**src/rtl/cci_mpf_shim_vtp_pt_walker.sv**
```systemverilog
// rtl/cci_mpf_shim_vtp_pt_walker.sv - VTP TLB miss handler walking the hashed page table
module cci_mpf_shim_vtp_pt_walker #(
   parameter int VA_PAGE_BITS   = 27,
   parameter int PA_IDX_BITS    = 20,
   parameter int VA_IDX_BITS    = 10,
   parameter int LINE_IDX_BITS  = 14,
   parameter int MAX_WALK_DEPTH = 16
) (
   input  logic                      clk,
   input  logic                      reset,
   input  logic [1:0]                lookupMiss,
   input  logic [2*VA_PAGE_BITS-1:0] lookupMissVA,
   output logic                      ptReadEn,
   output logic [LINE_IDX_BITS-1:0]  ptReadLineIdx,
   input  logic                      ptReadRdy,
   input  logic                      ptReadRspValid,
   input  logic [511:0]              ptReadRspData,
   output logic                      fillEn,
   output logic [VA_PAGE_BITS-1:0]   fillVA,
   output logic [PA_IDX_BITS-1:0]    fillPA,
   input  logic                      fillRdy,
   output logic                      walkBusy,
   output logic                      walkError,
   output logic [VA_PAGE_BITS-1:0]   walkErrorVA
);
   localparam int TAG_BITS   = VA_PAGE_BITS - VA_IDX_BITS;
   localparam int DEPTH_BITS = $clog2(MAX_WALK_DEPTH + 1);
   localparam int NUM_SLOTS  = 7;

   typedef enum logic [2:0] {IDLE, REQ, WAIT, MATCH, FILL} t_state;

   t_state                   state, nextState;
   logic [1:0]               pendValid;
   logic [VA_PAGE_BITS-1:0]  pendVA [2];
   logic [VA_PAGE_BITS-1:0]  walkVA;
   logic [LINE_IDX_BITS-1:0] lineIdx;
   logic [DEPTH_BITS-1:0]    depth;
   logic [511:0]             lineData;
   logic [PA_IDX_BITS-1:0]   fillPAReg;
   logic                     rrPri;

   logic                     selPort;
   logic [VA_PAGE_BITS-1:0]  selVA;
   logic                     hit;
   logic [PA_IDX_BITS-1:0]   hitPA;
   logic [LINE_IDX_BITS-1:0] nextLine;
   logic                     canChain;
   logic                     unusedLineBits;

   assign ptReadEn      = (state == REQ);
   assign ptReadLineIdx = lineIdx;
   assign fillEn        = (state == FILL);
   assign fillVA        = walkVA;
   assign fillPA        = fillPAReg;
   assign walkBusy      = (state != IDLE);

   // Slot 7 carries only the chain pointer; the rest of the line is don't-care.
   assign nextLine       = lineData[7*64 +: LINE_IDX_BITS];
   assign canChain       = (nextLine != '0) && (depth < DEPTH_BITS'(MAX_WALK_DEPTH));
   assign unusedLineBits = ^lineData;

   assign selPort = !(pendValid[0] && (!rrPri || !pendValid[1]));
   assign selVA   = pendVA[selPort];

   // Scan high to low so the lowest-numbered matching slot wins.
   always_comb begin
      hit   = 1'b0;
      hitPA = '0;
      for (int s = NUM_SLOTS - 1; s >= 0; s--) begin
         if (lineData[s*64 + 63] &&
             (lineData[s*64 + PA_IDX_BITS +: TAG_BITS] == walkVA[VA_PAGE_BITS-1:VA_IDX_BITS])) begin
            hit   = 1'b1;
            hitPA = lineData[s*64 +: PA_IDX_BITS];
         end
      end
   end

   always_comb begin
      nextState = state;
      case (state)
         IDLE:    if (|pendValid) nextState = REQ;
         REQ:     if (ptReadRdy) nextState = WAIT;
         WAIT:    if (ptReadRspValid) nextState = MATCH;
         MATCH:   nextState = hit ? FILL : (canChain ? REQ : IDLE);
         FILL:    if (fillRdy) nextState = IDLE;
         default: nextState = IDLE;
      endcase
   end

   always_ff @(posedge clk) begin
      if (reset) begin
         state <= IDLE;
      end else begin
         state <= nextState;
      end
   end

   always_ff @(posedge clk) begin
      if (reset) begin
         pendValid   <= '0;
         pendVA[0]   <= '0;
         pendVA[1]   <= '0;
         walkVA      <= '0;
         lineIdx     <= '0;
         depth       <= '0;
         lineData    <= '0;
         fillPAReg   <= '0;
         rrPri       <= 1'b0;
         walkError   <= 1'b0;
         walkErrorVA <= '0;
      end else begin
         // A miss for the VA already being walked would only duplicate work.
         for (int i = 0; i < 2; i++) begin
            if (lookupMiss[i] && !pendValid[i] &&
                !(walkBusy && (lookupMissVA[i*VA_PAGE_BITS +: VA_PAGE_BITS] == walkVA))) begin
               pendValid[i] <= 1'b1;
               pendVA[i]    <= lookupMissVA[i*VA_PAGE_BITS +: VA_PAGE_BITS];
            end
         end

         case (state)
            IDLE: begin
               if (|pendValid) begin
                  pendValid[selPort] <= 1'b0;
                  rrPri              <= ~rrPri;
                  walkVA             <= selVA;
                  lineIdx            <= LINE_IDX_BITS'(selVA[VA_IDX_BITS-1:0]);
                  depth              <= DEPTH_BITS'(1);
               end
            end
            WAIT: begin
               if (ptReadRspValid) lineData <= ptReadRspData;
            end
            MATCH: begin
               if (hit) begin
                  fillPAReg <= hitPA;
               end else if (canChain) begin
                  lineIdx <= nextLine;
                  depth   <= depth + DEPTH_BITS'(1);
               end else begin
                  walkError <= 1'b1;
                  if (!walkError) walkErrorVA <= walkVA;
               end
            end
            FILL: begin
               if (fillRdy) begin
                  for (int i = 0; i < 2; i++) begin
                     if (pendValid[i] && (pendVA[i] == walkVA)) pendValid[i] <= 1'b0;
                  end
               end
            end
            default: ;
         endcase
      end
   end
endmodule

```
**config.mk**
```make
export PLATFORM = sky130hd
export DESIGN_NAME = cci_mpf_shim_vtp_pt_walker
export DESIGN_NICKNAME = d
export VERILOG_FILES = /design/src/rtl/cci_mpf_shim_vtp_pt_walker.sv
export SDC_FILE = /design/constraint.sdc
export NUM_CORES = 1
export LEC_CHECK = 0
export ABC_CLOCK_PERIOD_IN_PS = 4900
export CORE_AREA = 2 2 257 259
export DETAILED_ROUTE_END_ITERATION = 6
export DIE_AREA = 0 0 259 261
export PLACE_DENSITY = 0.66
export RECOVER_POWER = 100
export SYNTH_ARGS = -nofsm -noshare
export SYNTH_HDL_FRONTEND = slang
export SYNTH_SLANG_ARGS = --single-unit
```
**constraint.sdc**
```tcl
create_clock -name clk -period 4.9 [get_ports clk]
set_input_delay 0.49 -clock clk [delete_from_list [all_inputs] [get_ports clk]]
set_output_delay 0.49 -clock clk [all_outputs]
set_load 0.005 [all_outputs]
```
Yosys cells after proc, flatten, opt, wreduce, memory -nomap -nowiden
Memory sizes are Yosys's and may differ from the RTL's.
Index checks and enable logic that the tools add are counted.

storage, ports and cells
  bits in registers = 562
  RAM bits = 54
  logic and storage cells = 131
  memories = 1

memory list
  name    words  bits a word  read ports  clocked after Yosys merged registers in  wr ports  line  RTL
  pendVA  2      27           3           0                                        2         34    logic [VA_PAGE_BITS-1:0] pendVA [2];

cells by class
  add/sub/neg operators = 1
  order comparisons = 3
  equality and inequality tests = 21
  mux-type cells = 50
  bitwise logic cells = 8
  reduce and logical (&&, ||, !) cells = 37

operator list
  kind                                                 count
  two-way mux 20 bit                                   7
  equality test 17 bit                                 7
  equality test 27 bit                                 4
  two-way mux 27 bit                                   2
  two-way mux 14 bit                                   3
  case mux 14 bit (2 select lines)                     1
  two-way mux 1 bit                                    23
  logical AND 1 bit                                    18
  two-way mux 3 bit                                    5
  two-way mux 5 bit                                    3
  case mux 3 bit (5 select lines)                      1
  nonzero test 14 bit                                  1
  AND reduction 4 bit                                  3
  case mux 5 bit (2 select lines)                      1
  != test 2 bit, second input constant                 4
  equality test 3 x 2 -> 1 bit, second input constant  2
  logical NOT 1 bit                                    6
  AND reduction 2 bit                                  3
  adder 5 x 1 -> 5 bit, second input constant          1
  < comparator 5 bit, second input constant            1
  two-way mux 2 bit                                    2
  != test 2 x 1 -> 1 bit, second input constant        2
  inverter 1 bit                                       4
  case mux 2 bit (2 select lines)                      1
  other kinds (14)                                     15

Longest topological paths before layout
  depth after elaboration = 12
  gate-level depth with buffers = 12

Least setup slack after synthesis
Ideal clock, no wire load.

  kind = reg2reg
  from = reg walkVA[25] (netlist: fillVA[25])
  to = reg walkErrorVA[21]
  setup time = 0.132 ns
  arrival = 2.211 ns
  required time = 4.768 ns
  setup slack = 2.557 ns
  cell stages (with the launch flop) = 13
  path buffers = 4
  period minus slack after synthesis = 2.343 ns
  cells stage by stage = dfxtp_1 > buf_4 > buf_6 > xor2_1 > nor4_1 > nand3_1 > nand4b_2 > nand4_2 > or4b_1 > buf_2 > buf_6 > o21ai_1 > a21oi_1

on the way
  longest elaborated chain between the ends = 11

ends and longest elaborated chain
  what                             line  RTL
  from (decl)                      35    logic [VA_PAGE_BITS-1:0] walkVA;
  from (signal assigned)           126   walkVA <= selVA;
  equality test 17 bit             71    (lineData[s*64 + PA_IDX_BITS +: TAG_BITS] == walkVA[VA_PAGE_BITS-1:VA_IDX_BITS])) begin
  logical AND 1 bit                70    if (lineData[s*64 + 63] &&
  two-way mux 1 bit (6 in a row)   70
  two-way mux 1 bit *              70
  inverter 1 bit (no line) *       n/a
  AND reduction 4 bit (no line) *  n/a
  to (signal assigned)             142   if (!walkError) walkErrorVA <= walkVA;
  to (decl)                        24    output logic [VA_PAGE_BITS-1:0] walkErrorVA

Mark *: on every way between the ends. The rest lies on a longest branch, timed or not.
A chain may end at the register's enable or synchronous reset.

Worst setup path after layout
  from = reg walkVA[14] (netlist: fillVA[14])
  to = reg fillPAReg[9] (netlist: fillPA[9])

on the way
  longest elaborated chain between the ends = 10

ends and longest elaborated chain
  what                            line  RTL
  equality test 17 bit            71
  logical AND 1 bit               70
  two-way mux 1 bit (7 in a row)  70
  AND reduction 2 bit (no line)   n/a
  to (signal assigned)            136   fillPAReg <= hitPA;
  to (decl)                       39    logic [PA_IDX_BITS-1:0] fillPAReg;

Several ways; a longest one is shown, not always the timed one.

==> impl_metrics.tcl <==
set metrics [dict create \
    status "complete, but fails checks" \
    violations "max-capacitance violations, max-slew violations" \
    cts_tree "done" \
    io_buffers 432 \
    critPathTopFamily "buffers and inverters" \
    path_max_fanout 27 \
    synth_nets 2959 \
    slew-limit-headroom -0.583 \
    critPathArrivalTime_ns 4.77 \
    avgSynthCellArea_sq_um 8.39 \
    layout-drive-gt1-share 0.0525 \
    grt-ovfl-total 0 \
    synth_largest_area_cell "dfxtp_1" \
    route.detailed.drc 0 \
    fin_crit_sh 0.872 \
    multi_input_area_sq_mm 0.00968 \
    routabilityCongestion 0.866 \
    dr.pass1.iters 7 \
    cts_root_buffer "clkbuf_16" \
    worstPathCellList "clkbuf_1 -> xor2_1 -> nor4_1 -> nand4_2 -> nand4_2 -> o21ba_2 -> buf_12 -> o21bai_1 -> a31oi_1" \
    crit_path_start_kind "flip-flop" \
    synthCells 2385 \
    routed_wirelength_microns 76100 \
    yosysWarningCount 0 \
    antenna_found_initial 24 \
    drtIter0Drc 1710 \
    rsz0062_at_grt "false" \
    syn_area_sq_mm 0.0200 \
    grt_pass1_vias 17100 \
    cp.buffers_inverters 2 \
    criticalPathCategory "flip-flop to flip-flop" \
    gr-usage-all-layers 0.216 \
    pre_cts_ws_ns 1.06 \
    endpoint_kind "flip-flop" \
    cts.repair.resized 0 \
    ant_nets 0 \
    fin_tns_setup_ns 0 \
    start_util 0.308 \
    ys_types 61 \
    clockBufferDepth 3 \
    routedWlPerCell_microns 21.0 \
    fillCellCount 6559 \
    async_reset_ff_frac 0 \
    cts_setup_buffers 0 \
    slowest_stage "clkbuf_1" \
    crit_required_ns 5.40 \
    finalMaxSlewViolations 331 \
    ys_top_cells_by_area "dfxtp_1 38%, nand2_1 12%, edfxtp_1 8.1%" \
    die_area_sq_mm 0.0676 \
    die_height_microns 261 \
    pwr-share-comb 0.183 \
    final_core_util 0.408 \
    fp-row-count 94 \
    pwr-share-seq 0.418 \
    io_pins 665 \
    insertion_delay_ns 0.59 \
    min_path_type "input port to flip-flop" \
    cts_num_sinks 434 \
    cts.clk_slew.worst_paths_ns 0.06 \
    dp_hpwl_microns 54100 \
    synth-main-ff-cell "dfxtp_1" \
    htreeDepth 2 \
    area_delta_synth_final_pct 32.7 \
    finalCriticalPeriod_ns 4.27 \
    layout_setup_ws_ns 0.626 \
    hold_slack_ns 0.431 \
    max_cap_violations 4 \
    p_leak_nw 9.29 \
    fmax_mhz 234 \
    die_w_microns 259 \
    setup_viol 0 \
    regArea_sq_mm 0.00923 \
    tightest_slew_ns 2.37 \
    hold_viol 0 \
    synth_edf_count 54 \
    post_drt_via_cell_ratio 5.00 \
    p_sw_mw 2.75 \
    grt_pass1_wl_microns 110000 \
    cpMostUsedCell "nand4_2" \
    ys_seq_area_frac 0.461 \
    synth_top_area_frac 0.380 \
    ctsHoldBuffers 0 \
    pwr-share-clk 0.399 \
    p_int_mw 6.93 \
    fin_worst_skew_ns 0.0189 \
    coreArea_sq_mm 0.0650 \
    grt_max_degree 196 \
    finish.net_count 3279 \
    irDropWorstVdd_v 0.000275 \
    cts_buffers 49 \
    vias 18100 \
    ys_ff_latch 434 \
    critPathMaxStageDelay_ns 0.95 \
    cellPowerDensity_mw_per_mm2 365 \
    swShare 0.284 \
]
cell usage after synthesis (23+ instances only):
library cell  count
nand4_1          43
xnor2_1         117
xor2_1          112
mux2i_1          28
and2_1           56
edfxtp_1         54
nor2_1           48
nand2_1         613
a211oi_1         29
buf_2            32
nor4_1           37
o21ai_0          23
inv_1            46
nand3_1          37
o211ai_1         31
a21oi_1         323
dfxtp_1         380
clkbuf_1        144
state kept, by name, summed over array words and instances (netlist names):
| signal | cells |
|---|---|
| lineData | 280 |
| rrPri | 1 |
| walkErrorVA | 27 |
| depth | 5 |
| fillVA | 27 |
| ptReadLineIdx | 14 |
| state | 3 |
| pendVA | 54 |
| pendValid | 2 |
| walkError | 1 |
| fillPA | 20 |
logic make-up after synthesis:
logic type | Yosys count | synth area share
AO/OA/AOI/OAI | 539 | 0.166
buffers and inverters | 254 | 0.0555
multiplexers | 28 | 0.0140
XOR/XNOR | 229 | 0.100
adder cells (fa/ha/maj) | 1 | 0.000625
flip-flops | 434 | 0.461
AND/OR/NAND/NOR | 900 | 0.202
power by group through the flow:
| stage | clock, mW | combinational, mW | sequential [mW] |
|---|---|---|---|
| after floorplan | 0 | 1.11 | 3.94 |
| after global placement | 0 | 1.77 | 4.11 |
| after detailed placement | 0 | 1.79 | 4.11 |
| after CTS | 3.94 | 1.80 | 4.03 |
| after global routing | 4.08 | 1.91 | 4.05 |
| final | 3.86 | 1.77 | 4.04 |
cell type report:
cell class / count / area share
Multi-Input combinational cell: 1697 / 0.365
Sequential cell: 434 / 0.348
Timing Repair Buffer: 476 / 0.175
Clock buffer: 74 / 0.0552
Tap cell: 864 / 0.0407
Clock inverter: 14 / 0.00773
Inverter: 47 / 0.00665
Antenna cell: 19 / 0.00179
final timing paths:
check                  endpoint     startpoint  slack [ns]  depth (start not counted)
setup / recovery      fillPA[9]     fillVA[14]        0.63                          9
hold / removal            rrPri          reset        0.43                          2
setup reg to reg      fillPA[9]     fillVA[14]        0.63                          9
hold reg to reg   lineData[399]  lineData[399]        0.45                          2
placed cells by master, fill, tap and decap left out, types with 4 or more instances in the layout:
cell type	Yosys	layout
clkbuf_16	0	52
nand3_1	37	37
nor4_1	37	37
mux2i_1	28	28
o21ai_0	23	42
nor2_1	48	47
a31o_1	19	19
a22o_1	5	5
a211oi_1	29	29
nor4b_1	6	6
o221ai_1	20	20
edfxtp_1	54	54
o21bai_1	20	20
nand4b_1	5	5
nor3b_1	5	5
diode_2	0	19
xor2_1	112	112
xnor2_1	117	117
buf_4	15	28
nand4_1	43	43
clkdlybuf4s50_1	0	355
and2_1	56	18
a31oi_1	20	20
o221ai_2	19	19
dlygate4sd3_1	0	76
or2_2	6	4
inv_1	46	46
nand2_1	613	613
bufinv_16	0	5
clkbuf_8	0	8
and4_1	5	5
nor3_1	15	15
a21oi_1	323	322
and2_0	0	38
clkbuf_1	144	25
clkinv_2	0	6
dfxtp_1	380	380
o211ai_1	31	31
stage by stage:
stage	total power, mW	instance area, sq um	cells
detailed placement	5.90	24900	3518
floorplan	5.04	20000	2385
global placement	5.88	24900	3518
global route	10.0	26500	3621
CTS	9.77	26600	3606
finish	9.67	26500	3625
per-layer routing:
| layer | up-vias | routed length, microns | global-route usage |
|---|---|---|---|
| li1 | 8762 | - | - |
| met1 | 8552 | 35400 | 0.312 |
| met2 | 663 | 32400 | 0.316 |
| met3 | 136 | 5920 | 0.0457 |
| met4 | 16 | 2300 | 0.0763 |
| met5 | - | 99 | 0 |
(Power assumes the default switching activity.)
